**src/rtl/face_pkg.sv**
```systemverilog
// rtl/face_pkg.sv - shared face codes and scheduler state encoding
package face_pkg;

  typedef enum logic [1:0] {
    FACE_HAPPY   = 2'd0,
    FACE_NEUTRAL = 2'd1,
    FACE_ANGRY   = 2'd2
  } face_t;

  typedef enum logic [1:0] {
    ST_IDLE      = 2'd0,
    ST_PEND_AUTO = 2'd1,
    ST_PEND_MAN  = 2'd2,
    ST_SLIDE     = 2'd3
  } sched_state_t;

  localparam logic [1:0] FACE_INVALID = 2'd3;

  // Slideshow order: Happy -> Neutral -> Angry -> Happy
  function automatic logic [1:0] next_face(input logic [1:0] f);
    case (f)
      FACE_HAPPY:   next_face = FACE_NEUTRAL;
      FACE_NEUTRAL: next_face = FACE_ANGRY;
      default:      next_face = FACE_HAPPY;
    endcase
  endfunction

endpackage

```
**src/rtl/face_req_arbiter.sv**
```systemverilog
// rtl/face_req_arbiter.sv - manual/auto request priority, readies and accepted face
module face_req_arbiter
  import face_pkg::*;
(
  input  logic [1:0] state,
  input  logic       commit,
  input  logic       man_req_valid,
  input  logic [1:0] man_req_face,
  input  logic       auto_req_valid,
  input  logic [1:0] auto_req_face,
  output logic       man_req_ready,
  output logic       auto_req_ready,
  output logic       acc_valid,
  output logic       acc_is_man,
  output logic [1:0] acc_face
);

  // Manual outranks auto; a commit cycle blocks both so nothing merges into it
  always_comb begin
    man_req_ready  = ((state == ST_IDLE) || (state == ST_PEND_AUTO)) && !commit;
    auto_req_ready = (state == ST_IDLE) && !man_req_valid && !commit;
    acc_is_man     = man_req_valid && man_req_ready;
    acc_valid      = acc_is_man || (auto_req_valid && auto_req_ready);
    acc_face       = acc_is_man ? man_req_face : auto_req_face;
  end

endmodule

```
**src/rtl/face_scheduler.sv**
```systemverilog
// rtl/face_scheduler.sv - frame-boundary face select scheduler with dwell and slideshow
module face_scheduler
  import face_pkg::*;
#(
  parameter int MIN_DWELL_FRAMES = 4,
  parameter int SLIDE_FRAMES     = 60
) (
  input  logic        clk,
  input  logic        reset,
  input  logic        man_req_valid,
  input  logic [1:0]  man_req_face,
  output logic        man_req_ready,
  input  logic        auto_req_valid,
  input  logic [1:0]  auto_req_face,
  output logic        auto_req_ready,
  input  logic        slideshow,
  input  logic        st_valid,
  input  logic        st_ready,
  input  logic        st_endofpacket,
  output logic [1:0]  face_select,
  output logic        pending,
  output logic        bad_req,
  output logic [15:0] frame_count
);

  localparam logic [15:0] DWELL_MAX  = 16'(MIN_DWELL_FRAMES);
  localparam logic [15:0] DWELL_THR  = 16'(MIN_DWELL_FRAMES - 1);
  localparam logic [15:0] SLIDE_LAST = 16'(SLIDE_FRAMES - 1);

  logic [1:0]  state_q, state_d;
  logic [1:0]  face_q, face_d;
  logic [1:0]  latched_q, latched_d;
  logic [15:0] dwell_q, dwell_d;
  logic [15:0] slide_q, slide_d;
  logic [15:0] frame_q, frame_d;
  logic        bad_q, bad_d;

  logic        eop_fire;
  logic        pend;
  logic        commit;
  logic        acc_valid;
  logic        acc_is_man;
  logic [1:0]  acc_face;

  assign eop_fire = st_valid & st_ready & st_endofpacket;
  assign pend     = (state_q == ST_PEND_AUTO) || (state_q == ST_PEND_MAN);
  // A slideshow request in the same cycle outranks the commit
  assign commit   = eop_fire && pend && (dwell_q >= DWELL_THR) && !slideshow;

  face_req_arbiter u_arb (
    .state          (state_q),
    .commit         (commit),
    .man_req_valid  (man_req_valid),
    .man_req_face   (man_req_face),
    .auto_req_valid (auto_req_valid),
    .auto_req_face  (auto_req_face),
    .man_req_ready  (man_req_ready),
    .auto_req_ready (auto_req_ready),
    .acc_valid      (acc_valid),
    .acc_is_man     (acc_is_man),
    .acc_face       (acc_face)
  );

  // Next-state: mode changes first, then slideshow stepping, commit, dwell and acceptance
  always_comb begin
    state_d   = state_q;
    face_d    = face_q;
    latched_d = latched_q;
    dwell_d   = dwell_q;
    slide_d   = slide_q;
    bad_d     = 1'b0;
    frame_d   = eop_fire ? frame_q + 16'd1 : frame_q;

    if (slideshow && (state_q != ST_SLIDE)) begin
      state_d = ST_SLIDE;
      slide_d = 16'd0;
    end else if (!slideshow && (state_q == ST_SLIDE)) begin
      state_d = ST_IDLE;
      dwell_d = 16'd0;
      slide_d = 16'd0;
    end else if (state_q == ST_SLIDE) begin
      if (eop_fire) begin
        if (dwell_q < DWELL_MAX) dwell_d = dwell_q + 16'd1;
        if (slide_q >= SLIDE_LAST) begin
          face_d  = next_face(face_q);
          slide_d = 16'd0;
        end else begin
          slide_d = slide_q + 16'd1;
        end
      end
    end else if (commit) begin
      face_d  = latched_q;
      state_d = ST_IDLE;
      dwell_d = 16'd0;
    end else begin
      if (eop_fire && (dwell_q < DWELL_MAX)) dwell_d = dwell_q + 16'd1;
      if (acc_valid) begin
        if (acc_face == FACE_INVALID) begin
          bad_d = 1'b1;
        end else if ((state_q == ST_IDLE) && (acc_face == face_q)) begin
          state_d = ST_IDLE;
        end else begin
          latched_d = acc_face;
          state_d   = acc_is_man ? ST_PEND_MAN : ST_PEND_AUTO;
        end
      end
    end
  end

  // Register all scheduler state; synchronous active-high reset
  always_ff @(posedge clk) begin
    if (reset) begin
      state_q   <= ST_IDLE;
      face_q    <= FACE_HAPPY;
      latched_q <= FACE_HAPPY;
      dwell_q   <= 16'd0;
      slide_q   <= 16'd0;
      frame_q   <= 16'd0;
      bad_q     <= 1'b0;
    end else begin
      state_q   <= state_d;
      face_q    <= face_d;
      latched_q <= latched_d;
      dwell_q   <= dwell_d;
      slide_q   <= slide_d;
      frame_q   <= frame_d;
      bad_q     <= bad_d;
    end
  end

  assign face_select = face_q;
  assign pending     = pend;
  assign bad_req     = bad_q;
  assign frame_count = frame_q;

endmodule

```
**config.mk**
```make
export PLATFORM = sky130hd
export DESIGN_NAME = face_scheduler
export DESIGN_NICKNAME = d
export VERILOG_FILES = /design/src/rtl/face_pkg.sv /design/src/rtl/face_req_arbiter.sv /design/src/rtl/face_scheduler.sv
export SDC_FILE = /design/constraint.sdc
export NUM_CORES = 1
export LEC_CHECK = 0
export BUFFER_PORTS_ARGS = -buffer_cell sky130_fd_sc_hd__clkbuf_2
export CAP_MARGIN = 10
export CORE_UTILIZATION = 50
export DETAILED_ROUTE_END_ITERATION = 16
export PLACE_DENSITY_LB_ADDON = 0.25
export SLEW_MARGIN = 0
export SYNTH_ARGS = -nofsm -noshare
export SYNTH_HDL_FRONTEND = slang
export SYNTH_HIERARCHICAL = 1
export SYNTH_SLANG_ARGS = --single-unit
```
**constraint.sdc**
```tcl
create_clock -name clk -period 5.8 [get_ports clk]
set_input_delay 1.45 -clock clk [delete_from_list [all_inputs] [get_ports clk]]
set_output_delay 1.45 -clock clk [all_outputs]
set_load 0.02 [all_outputs]
```
# == Word level (Yosys, flattened, before mapping) ==
# Index checks and enable logic that the tools add are counted.
# totals
ff_bits,55
latch_bits,0
ram_bits,0
rom_bits,0
input_bits,12
out_inout_bits,22
word_cells,87
memories,0
# op_classes
addsub,3
multipliers,0
div_mod_pow,0
n_lt_le_gt_ge,3
eq_ne,13
n_shift,0
muxes,22
bitwise,9
n_reduce_logical,30
# op_table
op,count
$mux W16,7
$add A16 B1 Y16 const B,3
$mux W2,13
$ge A16 B2 Y1 const B,1
$ge A16 B6 Y1 const B,1
$lt A16 B3 Y1 const B,1
$logic_and A1 B1 Y1,12
$reduce_bool A4 Y1,2
$not A1 Y1,7
$reduce_and A7 Y1,1
$eq A2 B2 Y1 const B,3
$ne A3 B2 Y1 const B,2
$reduce_or A6 Y1,1
$reduce_and A5 Y1,1
$eq A2 B1 Y1 const B,2
$logic_not A2 Y1,2
$ne A2 B2 Y1 const B,2
$ne A4 B3 Y1 const B,1
$pmux W2 S2,1
$reduce_and A4 Y1,1
$logic_not A1 Y1,3
$logic_or A1 B1 Y1,3
$ne A3 B1 Y1 const B,1
$reduce_and A3 Y1,1
other kinds (7),8

# == Depth between registers and ports, before layout ==
# Gate-level depths: netlist of the first run.
# depth
depth_word,18
ltp_mapped,12
depth_no_buf,12

# == Cells and area by module ==
# The synthesis of the first run kept the hierarchy.
# by_module_without_submodules
mod,instances,cells_per_inst,area_each_um2,seq_area_each_um2
face_scheduler,1,331,2831.5,1101.1
face_req_arbiter,1,7,65.1,0.0

# == Worst setup path before layout of the first run ==
# OpenSTA, ideal clock, no wires.
# synth_timing
kind,input port to output port
start,in st_endofpacket
end,out auto_req_ready
arrival_ns,2.815
required_ns,4.350
path_slack_ns,1.535
stages,5
path_buffers,1
cell_sequence,and3_1 -> clkbuf_1 -> nand3_1 -> inv_1 -> nor4_1
# synth_via
elab_chain_cells,6
# synth_lines
element,line_no,source
from (decl),face_scheduler.sv:19,"input logic st_endofpacket,"
$and A1 B1 Y1,face_scheduler.sv:45,assign eop_fire = st_valid & st_ready & st_endofpacket;
$logic_and A1 B1 Y1 (3 in a row),face_scheduler.sv:48,assign commit = eop_fire && pend && (dwell_q >= DWELL_THR) && !slideshow;
named net commit,face_scheduler.sv:40,logic commit;
$logic_not A1 Y1,face_req_arbiter.sv:21,auto_req_ready = (state == ST_IDLE) && !man_req_valid && !commit;
$logic_and A1 B1 Y1,face_req_arbiter.sv:21,
to (decl),face_scheduler.sv:15,"output logic auto_req_ready,"
# The timed path passes the listed nets, and every way through them passes these cells.

# == Worst setup path in the final report of the first run ==
# Same ends and word-level chain as after synthesis.

==> impl_metrics.csv, run 1 <==
group,metric,value,unit
global_route,grt.overflow.total,0,
power_and_ir_drop,p_seq_share,49.6,%
cts,cts_tree,"built",
cells_and_area,final_common_cell,"dfxtp_1",
cts,insertion_delay,0.31,ns
worst_setup_path,worst_setup_path_end_kind,"output port",
die,die_y,78.11,µm
timing,finalHoldViolations,0,
routing,vias,2627,
placed_design,dp_hpwl,4473,µm
worst_setup_path,r2r_slack,2.52,ns
power_and_ir_drop,power.density,265.4,nW/µm²
synth,syn_avg_cell_area,8.570,µm²
power_and_ir_drop,sw_frac_of_total,33.14,%
global_route,grt_pass1_vias,2385,
cts,ctsHoldBuffers,0,
synth,synth_top_family_by_area,"simple AND/OR/NAND/NOR gates",
cts,numCtsBuffers,5,
timing,setup_violations,0,
cells_and_area,fin_nets,388,
timing,worst_slack,1.576,ns
timing,period_share,72.83,%
cts,cts_resized,0,
placed_design,gp_congestion,0.7995,
routing,routed_via_density,5.970,
global_route,antenna_found_initial,0,
global_route,grtUsageTotal,21.89,%
synth,synth_compound_area_share,19.87,%
routing,first_iter_violations,161,
synth,ys_ff_latch,55,
run,drv_cap,0,
synth,syn_nets,359,
timing,tightest_slew,0.8198,ns
timing,finalSetupTns,0,ns
placed_design,io_buffers,33,
worst_hold_path,hold_end,"slide_q[15]",
synth,yosysUniqueCellTypes,58,
worst_hold_path,min_from,"slide_q[15]",
cts,h-tree-depth,2,
power_and_ir_drop,switching_power,0.0002800,W
cts,cts_max_path_buffers,2,
synth,syn_inst,338,
global_route,grt_pass1_wl,10760,µm
status,status,"complete, no violations",
routing,wl_per_cell,14.01,µm
worst_setup_path,worstReg2RegEnd,"state_q[1]",
timing,slew_headroom,45.17,%
synth,synth_area,2897,µm²
die,die_area,6101,µm²
cts,clock-sinks,55,
die,start_util,52.28,%
worst_hold_path,min_path_type,"flip-flop to flip-flop",
cts,path_clk_slew,0.09,ns
synth,ys_async_sr_fraction,0,%
synth,synthSimpleGateAreaFrac,26.05,%
power_and_ir_drop,p_int,0.0005649,W
worst_setup_path,critPathSlowestCell,"nor4_1",
cells_and_area,antenna_cells,0,
die,num_rows,27,
timing,rsz0062_at_grt,"no",
worst_setup_path,startpoint_type,"input port",
synth,synth-main-ff-cell,"dfxtp_1",
worst_setup_path,path_class,"input port to output port",
worst_setup_path,crit_buf_inv,3,
synth,synthMuxAreaShare,1.814,%
worst_setup_path,critPathTopFamily,"simple AND/OR/NAND/NOR gates",
power_and_ir_drop,ir_drop,0.1593,mV
cts,post_cts_buffers,0,
synth,synth-adder-area-share,3.888,%
routing,firstDrtPassIters,5,
routing,routed_wl,6163,µm
worst_setup_path,cpMostUsedCell,"clkbuf_2",
worst_setup_path,cp.arrival,2.77,ns
worst_setup_path,crit_fanout,7,
synth,yosysWarnings,6,
worst_setup_path,max_stage_delay,0.32,ns
global_route,grt_max_degree,30,
worst_setup_path,worstPathRequired,4.35,ns
worst_hold_path,holdPathStages,2,
cells_and_area,layout-drive-gt1-share,15.49,%
power_and_ir_drop,leakage,1.169,nW
cells_and_area,layout_common_cells,"55 x dfxtp_1, 39 x nor2_1, 33 x clkbuf_2",
routing,drt.antenna.violating_nets,0,
routing,drc_errors,0,
timing,fin_skew,0.01232,ns
timing,max_freq,236.7,MHz
die,fp.dieW,78.11,µm
power_and_ir_drop,power_frac_clock,24.6,%
synth,synth_xor_area_share,6.048,%
timing,finalCriticalPeriod,4.224,ns
worst_setup_path,path_cells,"clkbuf_2 > and3_1 > nand3_1 > inv_1 > nor4_1 > clkbuf_2",
cells_and_area,utilization,57.45,%
die,boundaryPins,34,
cts,clockRootBuffer,"clkbuf_8",
cells_and_area,final.fill_count,539,
timing,slew_violations,0,
die,coreArea,5540,µm²
placed_design,pre_cts_ws,1.610,ns
synth,yosysSeqAreaShare,38.01,%
power_and_ir_drop,combPwrFrac,25.8,%
worst_setup_path,reg2reg_from,"dwell_q[5]",
synth,synth-edff-count,0,
cells_and_area,syn_to_final_growth,9.892,%
worst_setup_path,reg2reg_depth,11,
state kept, by name (all words and copies together) (netlist names):
| register | cells |
|---|---|
| frame_count | 16 |
| state_q | 2 |
| face_select | 2 |
| bad_req | 1 |
| slide_q | 16 |
| latched_q | 2 |
| dwell_q | 16 |
area by class of cell:
| cell class | count | area, µm² | area share [%] |
|---|---|---|---|
| clock buffers | 6 | 72.57 | 2.280 |
| clock inverters | 2 | 12.51 | 0.3931 |
| inverters | 17 | 63.81 | 2.005 |
| multi-input cells | 254 | 1670 | 52.48 |
| flip-flops and latches | 55 | 1101 | 34.59 |
| well taps | 72 | 90.09 | 2.830 |
| repair buffers | 34 | 172.7 | 5.425 |
worst max path at each step:
stage	start	cells after the start	slack, ns	endpoint
finish	st_endofpacket	6	1.58	auto_req_ready
global route	st_endofpacket	6	1.43	auto_req_ready
floorplan	st_endofpacket	5	1.54	auto_req_ready
global placement	st_endofpacket	6	1.68	auto_req_ready
detailed placement	st_endofpacket	6	1.61	auto_req_ready
CTS	st_endofpacket	6	1.61	auto_req_ready
worst register-to-register path, delay by kind of cell (launching register included):
kind	cells	cell delay (ns)
simple gates	5	1.41
compound gates	4	0.95
flops	1	0.39
mux	1	0.27
buf+inv	1	0.16
metal layers:
layer / up-vias / track usage, % / routed length [µm]
met5: - / 0 / 0
met1: 1262 / 27.67 / 2862
met2: 49 / 37.19 / 2976
met4: 0 / 7.222 / 69
li1: 1311 / - / -
met3: 5 / 4.302 / 255
stage by stage:
step / cells / hold slack, ns / total power [W] / instance area [µm²]
after floorplan: 338 / 0.4413 / 0.0005942 / 2897
after global placement: 432 / 0.4572 / 0.0006378 / 3098
after detailed placement: 432 / 0.4677 / 0.0006421 / 3098
after CTS: 440 / 0.4893 / 0.0008493 / 3183
after global routing: 440 / 0.5192 / 0.0008911 / 3183
final: 440 / 0.4829 / 0.0008449 / 3183
synth_stat cells (2+ instances only):
| cell type | n | share of area (%) |
|---|---|---|
| mux2_2 | 2 | 0.78 |
| nor2b_1 | 7 | 1.5 |
| nor2_1 | 39 | 5.1 |
| nor3_1 | 10 | 1.7 |
| dfxtp_1 | 55 | 38 |
| a22oi_1 | 6 | 1.6 |
| buf_6 | 2 | 0.78 |
| a41oi_1 | 3 | 0.91 |
| or3_1 | 4 | 0.86 |
| nor4_1 | 6 | 1.3 |
| o21a_1 | 3 | 0.78 |
| nand2_1 | 14 | 1.8 |
| mux2i_1 | 3 | 1.0 |
| ha_1 | 9 | 3.9 |
| o22ai_1 | 3 | 0.65 |
| o31ai_1 | 4 | 1.0 |
| inv_1 | 16 | 2.1 |
| a311oi_1 | 2 | 0.60 |
| and2_1 | 2 | 0.43 |
| nand3_1 | 22 | 3.8 |
| and3_1 | 7 | 1.5 |
| xnor2_1 | 12 | 3.6 |
| nand4_1 | 14 | 3.0 |
| nor4_2 | 2 | 0.86 |
| a211oi_1 | 3 | 0.78 |
| a21oi_1 | 21 | 3.6 |
| o41ai_2 | 2 | 1.1 |
| and4_1 | 3 | 0.91 |
| xor2_1 | 8 | 2.4 |
| clkbuf_1 | 9 | 1.2 |
| a31oi_1 | 9 | 1.9 |
| o21ai_0 | 10 | 1.7 |
cells by family after synthesis:
logic type      after synthesis
fa+ha+maj                     9
compound gates               82
flops                        55
simple gates                138
xor+xnor                     20
mux                           5
buf+inv                      29
power groups by stage:
stage | Clock (W) | Sequential, W | Combinational, W
6_report | 0.000208 | 0.000419 | 0.000218
5_1_grt | 0.000232 | 0.000423 | 0.000236
4_1_cts | 0.000214 | 0.000419 | 0.000216
3_5_place_dp | 0 | 0.000428 | 0.000214
3_3_place_gp | 0 | 0.000427 | 0.000211
2_1_floorplan | 0 | 0.000419 | 0.000175
Note: power is estimated with default switching activity, not from simulation.
==> inputs of run 2 (changes only) <==
==> constraint.sdc (replaced) <==
create_clock -name clk -period 3.6 [get_ports clk]
set_input_delay 0.9 -clock clk [delete_from_list [all_inputs] [get_ports clk]]
set_output_delay 0.9 -clock clk [all_outputs]
set_load 0.02 [all_outputs]
==> run 2 against run 1 <==
  * Design area is 1.3% higher
  * Core utilization is 0.75 points higher
  * Sequential power is 61% higher
  * Largest cell class unchanged
==> impl_metrics.csv, run 2 (same netlist as run 1, synthesis figures left out) <==
group,metric,value,unit
cells_and_area,layout_common_cells,"55 x dfxtp_1, 39 x nor2_1, 33 x clkbuf_2",
cts,path_clk_slew,0.10,ns
power_and_ir_drop,power.density,447.1,nW/µm²
worst_setup_path,reg2reg_from,"dwell_q[5]",
cts,cts_resized,0,
routing,vias,2604,
routing,firstDrtPassIters,4,
worst_setup_path,worstPathRequired,2.70,ns
worst_setup_path,startpoint_type,"flip-flop",
global_route,grt_max_degree,30,
timing,finalHoldViolations,0,
worst_setup_path,reg2reg_depth,11,
cells_and_area,final.fill_count,522,
worst_hold_path,min_from,"latched_q[0]",
worst_setup_path,crit_start,"dwell_q[5]",
cells_and_area,syn_to_final_growth,11.32,%
cells_and_area,antenna_cells,0,
cts,clockRootBuffer,"clkbuf_8",
cells_and_area,fin_nets,390,
timing,fin_skew,0.009124,ns
cts,ctsHoldBuffers,0,
power_and_ir_drop,leakage,1.194,nW
routing,drt.antenna.violating_nets,0,
die,die_y,78.11,µm
die,coreArea,5540,µm²
placed_design,gp_congestion,0.8742,
timing,setup_violations,0,
routing,routed_via_density,5.891,
cts,clock-sinks,55,
routing,wl_per_cell,14.01,µm
cts,cts_max_path_buffers,2,
cts,post_cts_buffers,0,
die,fp.dieW,78.11,µm
die,boundaryPins,34,
die,die_area,6101,µm²
placed_design,placed_cell_area,3113,µm²
routing,routed_wl,6191,µm
routing,drc_errors,0,
timing,finalSetupTns,0,ns
run,drv_cap,0,
timing,slew_violations,0,
timing,period_share,90.60,%
global_route,antenna_found_initial,0,
worst_setup_path,crit_fanout,7,
worst_hold_path,min_path_type,"flip-flop to flip-flop",
timing,max_freq,306.6,MHz
cells_and_area,final_area,3224,µm²
worst_setup_path,worst_setup_path_end_kind,"output port",
timing,finalCriticalPeriod,3.261,ns
power_and_ir_drop,ir_drop,0.2221,mV
cells_and_area,final_common_cell,"dfxtp_1",
die,num_rows,27,
worst_setup_path,path_class,"flip-flop to output port",
cts,insertion_delay,0.31,ns
cts,numCtsBuffers,5,
global_route,grtUsageTotal,21.30,%
global_route,grt_pass1_wl,10460,µm
routing,first_iter_violations,122,
global_route,grt.overflow.total,0,
timing,tightest_slew,0.6107,ns
cts,h-tree-depth,2,
status,status,"complete, no violations",
global_route,grt_pass1_vias,2333,
timing,hold_ws,0.4886,ns
die,start_util,52.28,%
timing,slew_headroom,59.29,%
placed_design,io_buffers,33,
worst_setup_path,worstReg2RegEnd,"state_q[1]",
power_and_ir_drop,p_total,0.001442,W
worst_setup_path,crit_path_end,"auto_req_ready",
worst_setup_path,r2r_slack,0.43,ns
placed_design,dp_hpwl,4425,µm
cts,cts_tree,"built",
worst_setup_path,cp.arrival,2.36,ns
timing,rsz0062_at_grt,"no",
cells_and_area,layout-drive-gt1-share,15.95,%
## run 2: changes by cell type in the layout (fill, tap and decap cells not counted)
cell,delta
buf_4,+2
bufinv_16,+1
clkinv_2,-1
clkinvlp_4,-1
inv_6,+1
## run 2: critical path, cell delays in order, from the launching register on
cell and delay (ns):
dfxtp_1 0.39, nor4_2 0.42, nand4_2 0.27, nand3_1 0.28, inv_1 0.18, nor4_1 0.30, clkbuf_2 0.21
## run 2: stage by stage
| stage | instances | util (%) | setup WS, ns |
|---|---|---|---|
| floorplan | 338 | - | 0.4354 |
| global placement | 434 | 56.19 | 0.4151 |
| detailed placement | 434 | 56.19 | 0.3081 |
| finish | 442 | 58.20 | 0.3386 |
| global route | 442 | 58.20 | 0.09845 |
| CTS | 442 | 58.20 | 0.3414 |
## run 2: final cells by class
type,count,area (µm²),share of cell area (%)
tap,72,90.09,2.794
clock buffer,6,72.57,2.251
inverter,17,63.81,1.979
timing repair buffer,36,187.7,5.821
sequential,55,1101,34.15
clock inverter,2,38.79,1.203
multi-input combinational,254,1670,51.80
## run 2: power breakdown
group | internal (W) | switching (W) | total [W]
combinational | 0.000142 | 0.000208 | 0.000350
clock | 0.000211 | 0.000208 | 0.000418
sequential | 0.000634 | 0.0000392 | 0.000674
total | 0.000987 | 0.000455 | 0.00144
## run 2: per-layer routing
| layer | vias to the layer above | global-route usage, % | share of wire [%] | wire length [µm] |
|---|---|---|---|---|
| met5 | - | 0 | 0 | 0 |
| met4 | 0 | 9.259 | 2.1 | 129 |
| met3 | 11 | 4.651 | 4.7 | 291 |
| met2 | 74 | 37.28 | 48 | 2993 |
| met1 | 1205 | 24.86 | 45 | 2777 |
| li1 | 1314 | - | - | - |
## run 2: worst min path at each step
stage	to	slack, ns	cells after the start
finish	latched_q[0]	0.49	2
global route	latched_q[0]	0.51	2
CTS	latched_q[0]	0.49	2
detailed placement	latched_q[0]	0.47	2
global placement	slide_q[15]	0.46	2
floorplan	slide_q[15]	0.44	2
